**src/rtl/byte_serial_adder_seq.sv**
```systemverilog
// Multi-byte add/subtract sequencer driving one external 8-bit adder, LSB slice first.
// Operands arrive and results leave over valid/ready handshakes.
module byte_serial_adder_seq #(
    parameter  int unsigned NBYTES = 4,
    localparam int unsigned W      = 8 * NBYTES
) (
    input  logic         clk,
    input  logic         rst_n,
    input  logic         in_valid,
    output logic         in_ready,
    input  logic [W-1:0] op_a,
    input  logic [W-1:0] op_b,
    input  logic         sub,
    output logic         res_valid,
    input  logic         res_ready,
    output logic [W-1:0] result,
    output logic         carry_out,
    output logic         overflow,
    output logic [7:0]   add_a,
    output logic [7:0]   add_b,
    output logic         add_ci,
    input  logic [7:0]   add_s,
    input  logic         add_co
);

    localparam int unsigned IW = (NBYTES > 1) ? $clog2(NBYTES) : 1;

    typedef enum logic [1:0] {
        IDLE,
        RUN,
        DONE
    } state_t;

    state_t        state;
    logic [W-1:0]  a_sh;
    logic [W-1:0]  b_sh;
    logic          carry;
    logic [IW-1:0] idx;
    logic          last_slice;

    // Operands shift out LSB-first with zero fill, so the adder inputs read
    // zero in IDLE and DONE without extra gating.
    assign add_a      = a_sh[7:0];
    assign add_b      = b_sh[7:0];
    assign add_ci     = carry;
    assign last_slice = (idx == IW'(NBYTES - 1));

    always_ff @(posedge clk or negedge rst_n) begin
        if (!rst_n) begin
            state     <= IDLE;
            in_ready  <= 1'b1;
            res_valid <= 1'b0;
            result    <= '0;
            carry_out <= 1'b0;
            overflow  <= 1'b0;
            a_sh      <= '0;
            b_sh      <= '0;
            carry     <= 1'b0;
            idx       <= '0;
        end else begin
            case (state)
                IDLE: begin
                    if (in_valid) begin
                        state    <= RUN;
                        in_ready <= 1'b0;
                        a_sh     <= op_a;
                        b_sh     <= op_b ^ {W{sub}};
                        carry    <= sub;
                        idx      <= '0;
                    end
                end
                RUN: begin
                    for (int unsigned k = 0; k < NBYTES; k++) begin
                        if (idx == IW'(k)) begin
                            result[8*k +: 8] <= add_s;
                        end
                    end
                    a_sh <= a_sh >> 8;
                    b_sh <= b_sh >> 8;
                    idx  <= idx + IW'(1);
                    if (last_slice) begin
                        state     <= DONE;
                        res_valid <= 1'b1;
                        carry     <= 1'b0;
                        carry_out <= add_co;
                        // top slice carries the sign bits of A, Beff and the result
                        overflow  <= (add_a[7] == add_b[7]) && (add_s[7] != add_a[7]);
                    end else begin
                        carry <= add_co;
                    end
                end
                DONE: begin
                    if (res_ready) begin
                        state     <= IDLE;
                        res_valid <= 1'b0;
                        in_ready  <= 1'b1;
                    end
                end
                default: begin
                    state     <= IDLE;
                    in_ready  <= 1'b1;
                    res_valid <= 1'b0;
                end
            endcase
        end
    end

endmodule

```
**config.mk**
```make
export PLATFORM = sky130hd
export DESIGN_NAME = byte_serial_adder_seq
export DESIGN_NICKNAME = d
export VERILOG_FILES = /design/src/rtl/byte_serial_adder_seq.sv
export SDC_FILE = /design/constraint.sdc
export NUM_CORES = 1
export LEC_CHECK = 0
export ABC_AREA = 0
export CAP_MARGIN = 25
export CORE_ASPECT_RATIO = 0.75
export CORE_UTILIZATION = 45
export CTS_CLUSTER_DIAMETER = 80
export DETAILED_ROUTE_END_ITERATION = 16
export DONT_BUFFER_PORTS = 1
export SLEW_MARGIN = 20
export SYNTH_ARGS = -nofsm -noshare
export SYNTH_HDL_FRONTEND = slang
export SYNTH_SLANG_ARGS = --single-unit
export TNS_END_PERCENT = 20
```
**constraint.sdc**
```tcl
create_clock -name clk -period 1.55 [get_ports clk]
set_input_delay 0.31 -clock clk [delete_from_list [all_inputs] [get_ports clk]]
set_output_delay 0.31 -clock clk [all_outputs]
set_load 0.01 [all_outputs]
```
# == Word level (Yosys, flattened, before mapping) ==
# Cells that the tools add are included.
# classes
muxes,19
addsub,1
n_bitwise,3
n_reduce_logical,12
n_eq_ne,10
# op_table
op,count
case mux 32 bit (2 select lines),2
2-to-1 mux 32 bit,2
XOR 32 bit,1
AND reduction 2 bit,5
AND reduction 3 bit,3
2-to-1 mux 2 bit,4
equality test 2 bit (second input constant),3
2-to-1 mux 1 bit,6
inequality test 2 bit (second input constant),3
case mux 1 bit (3 select lines),2
case mux 2 bit (3 select lines),1
equality test 2 x 1 -> 1 bit (second input constant),2
logical NOT 2 bit,2
case mux 2 bit (2 select lines),1
adder 2 x 1 -> 2 bit (second input constant),1
NOT 1 bit,2
case mux 1 bit (2 select lines),1
nonzero test 2 bit,1
equality test 1 bit,1
logical AND 1 bit,1
inequality test 1 bit,1
# totals
ff_bits,105
word_cells,58
input_bits,78
output_inout_bits,53

# == Longest topological paths before layout ==
# Gate-level depths: netlist of run 1.
# depth
word_depth,3
ltp_mapped,7
depth_no_buf,4

# == Least setup slack after synthesis of run 1 ==
# Ideal clock, no wire load.
# synth_path
path_type,reg-to-reg
from,register idx[0]
to,register carry_out
arrival_time_ns,1.192
path_stages_with_launch,5
slack_ns,0.233
required_ns,1.425
cell_sequence,dfrtp_1 -> ha_1 -> nand3b_4 -> buf_6 -> mux2_4
# synth_via
elab_chain_cells,2
# synth_rtl
element,line_no,text
start: declaration,38,logic [IW-1:0] idx;
start signal: assignment,80,idx <= idx + IW'(1);
equality test 2 bit,46,assign last_slice = (idx == IW'(NBYTES - 1));
AND reduction 2 bit (no line),n/a,
end signal: assignment,85,carry_out <= add_co;
end: declaration,17,"output logic carry_out,"
# No other way between the ends.
# A chain may end at the register's enable or synchronous reset.

# == Worst setup path in the final report of run 1 ==
# layout_path
from,register idx[0]
to,register result[26]
# layout_via
elab_chain_cells,2
# layout_rtl
element,line_no,text
equality test 2 bit,74,if (idx == IW'(k)) begin
AND reduction 2 bit (no line),n/a,
end signal: indexed assignment,75,result[8*k +: 8] <= add_s;
end: declaration,16,"output logic [W-1:0] result,"
# No other way between the ends.

==> reports/results.ini, run 1 <==
[outcome]
status=complete, but fails checks
failed_checks=negative hold slack

[synth]
yosysUniqueCellTypes=35
avgSynthCellArea_um2=11.5
ys_seq_area_frac=0.524
synth_flop_cell=dfrtp_1
netlist_area_um2=5020
ys_seq_elements=105
synthTopCellsByArea=dfrtp_1, mux2_1, nand2_1
yosysTopAreaCell=dfrtp_1
yosysTopAreaCellShare=0.518
async_reset_ff_frac=1.00
syn-num-nets=520
synthCells=438
synth_edf_count=0
synth_warnings=0

[clock_network]
cts_tree=built
cts.reportedPaths.clkPinSlew_ps=70
clock_sinks=105
insertion_delay_ps=350
htree_levels=3
postCtsSetupRepairBufs=0
cts_buffer_depth=2
root_buffer=clkbuf_16
numCtsBuffers=9

[global_route]
gr-total-overflow=0
grt.busiest_layer=met2
grt_max_degree=106
antenna_found_initial=0
grt_pass1_wl_um=16200
met2_usage=0.280
grt_use_met1=0.258
grt_pass1_vias=3015
track_usage=0.188
groute.layer.met3.usage=0.0604

[timing]
fin_skew_ps=4.85
tightest_slew_ps=358
finalCritPeriodShare=0.916
grt_setup_unrepaired=false
finalSetupTns_ps=0
finalHoldViolCount=105
min_period_ps=1420
worst_hold_slack_ps=-346
fmax_ghz=0.704
slew_viol_final=0
slew_headroom=0.758
setup_viol=0

[cells_and_area]
multi_input_area_um2=2080
fillers=1007
area_growth_pct=6.68
seq_area_um2=2630
final_core_util=0.491
finalNonFillerCells=560
nets=497
drive_above_1_share=0.140
antenna_cells=0

[worst_setup_path]
path_class=reg -> reg
cp_top_family=flip-flops
crit_path_cell_trace=ha_1 -> nand3b_4 -> mux2_2
worstPathRequired_ps=1780
crit_buf_inv=0
slowest_delay_ps=420
worstSetupStartpointType=flop
critPathSlowestCell=dfrtp_1
path_max_fanout=12
worstPathArrival_ps=1650
worstSetupEndpointType=flop

[power_and_ir_drop]
powerDensity_nw_per_um2=2110
max-vdd-ir-drop_mv=0.679
p_leak_nw=2.31
power_mw=11.3

[floorplanning]
die_x_um=124
start_util=0.461
fp-row-count=33
dieArea_um2=11600
fp.dieH_um=93.5
ios=131
core_area_um2=10900

[detailed_routing]
drt-pass1-iter-count=4
drt_wl_total_um=10300
drc=0
avgViaCountPerCell=5.42
post_drt_wl_per_cell_um=18.4
vias=3037
ant_nets=0
drtIter0Drc=151

[placement]
placedCellCount=544
gp_congestion=0.760
numPortBuffers=0
dpl.hpwl_um=7170

[worst_hold_path]
hp-class=in -> async

[job]
maxCapViolCount=0

## registers in the layout, indices dropped and copies added, names as in the netlist
signal / flops
res_valid: 1
state: 2
add_ci: 1
b_sh: 32
overflow: 1
carry_out: 1
result: 32
a_sh: 32
idx: 2
in_ready: 1
## synthesized netlist by cell type, drive strengths merged, types with 5 or more instances
cell type  number
dfrtp         104
nand2          62
o21ai          49
buf            39
mux2           33
a22oi          22
xnor2          21
a21oi          15
mux2i          15
nor2b          13
xor2           11
a22o            9
clkbuf          9
o221ai          9
nor2            5
## timing repair
| action | CTS | global route |
|---|---|---|
| gates resized for setup | 0 | 3 |
| endpoints found under the hold margin | 105 | 105 |
| endpoints found under the setup margin | 0 | 13 |
## where the power goes
| group | total (mW) | switching, mW | internal [mW] |
|---|---|---|---|
| sequential | 5.19 | 1.21 | 3.98 |
| clock | 2.31 | 1.04 | 1.27 |
| combinational | 3.79 | 1.93 | 1.86 |
## cell families after synthesis
group | share of synthesized area
AO/OA/AOI/OAI | 0.148
flip-flops | 0.524
AND/OR/NAND/NOR | 0.0887
buffers and inverters | 0.0648
multiplexers | 0.109
XOR/XNOR | 0.0558
adder cells (fa/ha/maj) | 0.00997
## stage by stage
step / worst slack (ps) / instance area, um2
6_report: 130 / 5360
5_1_grt: 34.3 / 5360
4_1_cts: 78.6 / 5350
3_5_place_dp: 91.7 / 5040
3_3_place_gp: 118 / 5040
2_1_floorplan: 233 / 5020
## final cells by class
type,instances,area share
clock buffers,9,0.0420
clock inverters,7,0.0149
inverters,2,0.00140
multi-input cells,283,0.388
flip-flops and latches,105,0.491
well taps,140,0.0327
repair buffers,14,0.0297
## layer usage
metal,vias up,share of wire
li1,1459,-
met1,1465,0.47
met2,103,0.45
met3,10,0.077
met4,0,0.010
met5,-,0
## path summary, 6_finish.rpt
check	from	slack (ps)	cells past startpoint	end
max in group asynchronous	rst_n	1710	0	in_ready
worst min register to register	b_sh[27]	480	2	b_sh[27]
worst max-delay path	idx[0]	130	3	result[26]
min in group clk	add_s[6]	90	1	result[22]
worst max register to register	idx[0]	130	3	result[26]
worst min-delay path	rst_n	-350	0	result[4]
## cells in the final DEF, fill, tap and decap left out, types with 5 or more instances in the layout
master	count
dfrtp_1	103
nand2_1	59
o21ai_1	27
mux2_1	24
o21ai_0	22
xnor2_1	21
a21oi_1	15
mux2i_1	15
a22oi_1	12
xor2_1	11
nor2b_1	10
a22oi_2	10
o221ai_1	9
a22o_1	9
clkbuf_16	9
buf_4	9
mux2_4	7
nor2_1	5
(Power assumes the default switching activity.)
==> run 2, diff against run 1 <==
CORE_UTILIZATION = 55   (was 45)
PLACE_DENSITY = 0.7   (was not set)
clock period = 1.5 ns   (was 1.55 ns; I/O delays follow)
==> run 2 against run 1 <==
  * The run ends with design-rule violations, negative hold slack left
  * Power is 5.1% higher
  * Cell count decreased by 5.0%
  * Register-to-register slack got worse by 30 ps
  * Fmax rose by 1.7%
  * Core utilization increased by 13 points
  * Die area decreased by 18%
  * Setup slack worse by 26 ps
  * Sequential share of layout area about the same
  * Critical path depth grew 2
  * Sequential power is 3% higher
  * Critical path type unchanged
==> reports/results.ini, run 2 (synthesis gave the netlist of run 1 again) <==
[worst_setup_path]
path_class=reg -> reg
r2r_cells=5
r2r-end=result[21]
worstSetupStartpointType=flop
worstSetupEndpointType=flop
r2r-start=state[1]
reg2reg_slack_ps=100
path_max_fanout=8
worstPathArrival_ps=1620
worstPathRequired_ps=1720

[power_and_ir_drop]
p_switching_mw=4.32
power.internal_mw=7.55
p_sw_frac=0.364
power_frac_seq=0.453
pwr-share-comb=0.334
p_leak_nw=2.33
clockPowerShare=0.213
max-vdd-ir-drop_mv=0.870
powerDensity_nw_per_um2=2220

[outcome]
failed_checks=design-rule violations, negative hold slack
status=complete, but fails checks

[placement]
pre_cts_ws_ps=48.9
dpl.hpwl_um=6840
numPortBuffers=0
gp_congestion=0.828
placed_area_um2=5000
placedCellCount=515

[timing]
setup_viol=0
finalCritPeriodShare=0.931
fin_skew_ps=6.69
finalWorstSetupSlack_ps=103
tightest_slew_ps=366
slew_viol_final=0
min_period_ps=1400
finalHoldViolCount=105
fmax_ghz=0.716
slew_headroom=0.753
grt_setup_unrepaired=false
finalSetupTns_ps=0
worst_hold_slack_ps=-350

[global_route]
grt_pass1_vias=3128
gr-total-overflow=0
grt_pass1_wl_um=16600
antenna_found_initial=0
grt_max_degree=106
track_usage=0.226

[clock_network]
cts.reportedPaths.clkPinSlew_ps=70
htree_levels=3
cts_buffer_depth=2
cts_tree=built
insertion_delay_ps=340
numCtsBuffers=9
clock_sinks=105
root_buffer=clkbuf_16

[floorplanning]
die_x_um=112
fp.dieH_um=84.7
fp-row-count=29
dieArea_um2=9520
core_area_um2=8670
ios=131
start_util=0.579

[cells_and_area]
finalNonFillerCells=532
layout.cell_area.non_filler_um2=5360
final_core_util=0.618
multi_input_area_um2=2080
fillers=710
final_cell_mix=dfrtp_1, nand2_1, o21ai_1, mux2_1, o21ai_0
drive_above_1_share=0.149
seq_area_um2=2630
antenna_cells=0
layout_commonest_cell=dfrtp_1
nets=501
area_growth_pct=6.68
largestRegisters=a_sh (32), b_sh (32), result (32)

[detailed_routing]
drt_wl_total_um=9850
drc=9
post_drt_wl_per_cell_um=18.5
drt-pass1-iter-count=13
ant_nets=0
avgViaCountPerCell=5.89
vias=3136
drtIter0Drc=195

[job]
maxCapViolCount=0

[worst_hold_path]
hp-class=in -> async

run 2: cell types whose count changed in the layout (fill, tap and decap cells not counted), sizes merged:
cell	delta
clkinv	-2
inv	+1
buf	+4
bufinv	+1
run 2: final cells by class:
class,instances,share of cell area
Clock buffer,9,0.0420
Clock inverter,7,0.0189
Inverter,2,0.00140
Multi-Input combinational cell,283,0.389
Sequential cell,105,0.491
Tap cell,108,0.0252
Timing Repair Buffer,18,0.0329
run 2: repair_timing:
item	in CTS	in global routing
hold endpoints to repair	105	105
gates resized for setup	0	4
setup endpoints to repair	0	38
setup buffers	0	1
run 2: metrics by stage:
| step | total power [mW] | hold slack (ps) |
|---|---|---|
| after floorplan | 8.64 | 4.41 |
| after global placement | 9.17 | 7.11 |
| after detailed placement | 9.35 | 7.01 |
| after CTS | 11.9 | -365 |
| after global routing | 12.7 | -377 |
| final | 11.9 | -350 |
run 2: worst max-delay path by stage:
stage | startpoint | end | slack (ps) | cells after the start
floorplan | idx[0] | carry_out | 180 | 4
global placement | state[1] | a_sh[23] | 100 | 5
detailed placement | state[1] | a_sh[25] | 50 | 3
CTS | state[1] | a_sh[25] | 30 | 3
global route | state[0] | b_sh[6] | 10 | 4
finish | state[1] | result[21] | 100 | 5
run 2: per-layer routing:
metal / part of all wire / vias up / track usage
li1: - / 1471 / -
met1: 0.45 / 1538 / 0.322
met2: 0.44 / 121 / 0.327
met3: 0.093 / 6 / 0.0715
met4: 0.0079 / 0 / 0.0788
met5: 0 / - / 0
run 2: power by group through the flow:
stage	Sequential, mW	Combinational [mW]	Clock, mW
2_1_floorplan	5.01	3.63	0
3_3_place_gp	5.38	3.79	0
3_5_place_dp	5.43	3.91	0
4_1_cts	5.38	3.93	2.59
5_1_grt	5.55	4.48	2.69
6_report	5.37	3.97	2.53
run 2: critical path, cell delays in order (launching register included):
cell and delay (ps):
dfrtp_1 400, buf_4 170, nor2b_4 150, buf_12 130
nand2_4 100, mux2_1 330
==> run 3, diff against run 2 <==
CORE_MARGIN = 4   (was not set)
CTS_CLUSTER_DIAMETER = 30   (was 80)
==> run 3 against run 2 <==
  * Largest cell class unchanged
  * Sequential power about the same
  * Fmax up 1.1%
  * Combinational power hardly changed
  * Register-to-register slack gained 20 ps
  * Final area decreased by 0.63%
  * The flow finishes with violations (negative hold slack)
  * Clock power down 13%
  * Highest routed layer unchanged
  * Critical path depth did not move
  * Sequential share of layout area grew 0.31 points
==> reports/results.ini, run 3 (synthesis gave the netlist of run 1 again) <==
[outcome]
status=complete, but fails checks
failed_checks=negative hold slack

[worst_setup_path]
reg2reg_slack_ps=120
worstSetupEndpointType=flop
worstSetupStartpointType=flop
path_max_fanout=8
path_class=reg -> reg
worstPathArrival_ps=1600
worstPathRequired_ps=1720

[floorplanning]
ios=131
fp-row-count=29
fp.dieH_um=90.7
start_util=0.579
core_area_um2=8670
die_x_um=118
dieArea_um2=10700

[cells_and_area]
final_cell_mix=dfrtp_1, nand2_1, o21ai_1, mux2_1, o21ai_0
antenna_cells=0
area_growth_pct=6.01
nets=501
layout_commonest_cell=dfrtp_1
finalNonFillerCells=532
largestRegisters=a_sh (32), b_sh (32), result (32)
drive_above_1_share=0.139
layout.cell_area.non_filler_um2=5320

[placement]
gp_congestion=0.782
dpl.hpwl_um=7210
pre_cts_ws_ps=54.2
placedCellCount=515
numPortBuffers=0
placed_area_um2=5020

[timing]
worst_hold_slack_ps=-351
tightest_slew_ps=322
slew_viol_final=0
min_period_ps=1380
finalHoldViolCount=105
finalWorstSetupSlack_ps=119
grt_setup_unrepaired=false
finalSetupTns_ps=0
slew_headroom=0.785
setup_viol=0
fmax_ghz=0.724
finalCritPeriodShare=0.921
fin_skew_ps=7.17

[power_and_ir_drop]
clockPowerShare=0.190
max-vdd-ir-drop_mv=0.929
power_frac_seq=0.466
power.internal_mw=7.29
p_leak_nw=2.33
p_switching_mw=4.30
pwr-share-comb=0.344
p_sw_frac=0.371
powerDensity_nw_per_um2=2180

[clock_network]
insertion_delay_ps=340
cts.reportedPaths.clkPinSlew_ps=70
htree_levels=3
numCtsBuffers=9
root_buffer=clkbuf_16
cts_buffer_depth=2
cts_tree=built
clock_sinks=105
post_cts_resized=0

[global_route]
antenna_found_initial=0
grt_pass1_wl_um=16900
grt_max_degree=106
track_usage=0.198
gr-total-overflow=0
grt_pass1_vias=3160

[detailed_routing]
drc=0
avgViaCountPerCell=5.83
ant_nets=0
vias=3099
drt_wl_total_um=10200
drt-pass1-iter-count=4
drtIter0Drc=212
post_drt_wl_per_cell_um=19.2

[job]
maxCapViolCount=0

[worst_hold_path]
hp-class=in -> async

run 3: cell types whose count changed in the layout (fill, tap and decap cells not counted), sizes merged:
cell	previous run	this run
clkbuf	9	11
bufinv	2	0
clkinvlp	2	0
clkinv	1	2
inv	4	5
run 3: final timing paths:
kind | startpoint | end | depth (start not counted)
setup / recovery | idx[0] | result[21] | 5
hold / removal | rst_n | a_sh[5] | 0
setup reg to reg | idx[0] | result[21] | 5
hold reg to reg | b_sh[31] | b_sh[31] | 2
max in group asynchronous | rst_n | in_ready | 0
min in group clk | add_s[2] | result[10] | 1
run 3: power groups by stage:
stage                     clock network, mW  registers (mW)  logic, mW
after floorplan                           0            5.01       3.63
after global placement                    0            5.42       3.81
after detailed placement                  0            5.48       3.95
after CTS                              2.26            5.43       3.96
after global routing                   2.38            5.58       4.42
final                                  2.20            5.40       3.99
run 3: timing repair:
item                                    in CTS  in global routing
setup buffers                                0                  1
endpoints found under the setup margin       0                  3
endpoints found under the hold margin      105                105
run 3: stage by stage:
stage	utilization	total power, mW
after CTS	0.611	11.6
after detailed placement	0.579	9.43
after floorplan	-	8.64
final	0.614	11.6
after global placement	0.579	9.24
after global routing	0.614	12.4
run 3: final cells by class:
type	count	area, um2
sequential	105	2630
clock inverter	5	36.3
inverter	2	7.51
tap	108	135
multi-input combinational	283	2070
timing repair buffer	18	198
fill	738	3350
clock buffer	11	243
run 3: worst max-delay path: stages (launching register included):
cell and delay [ps]:
dfrtp_1 390, buf_4 150, inv_1 70, ha_1 200, nand2_4 110, mux2_1 340
run 3: routing by layer:
metal | wire length, um | GRT usage | part of all wire | vias to the layer above
li1 | - | - | - | 1465
met3 | 995 | 0.0802 | 0.097 | 10
met5 | 0 | 0 | 0 | -
met2 | 4620 | 0.301 | 0.45 | 125
met4 | 75 | 0.0371 | 0.0073 | 0
met1 | 4540 | 0.270 | 0.44 | 1499
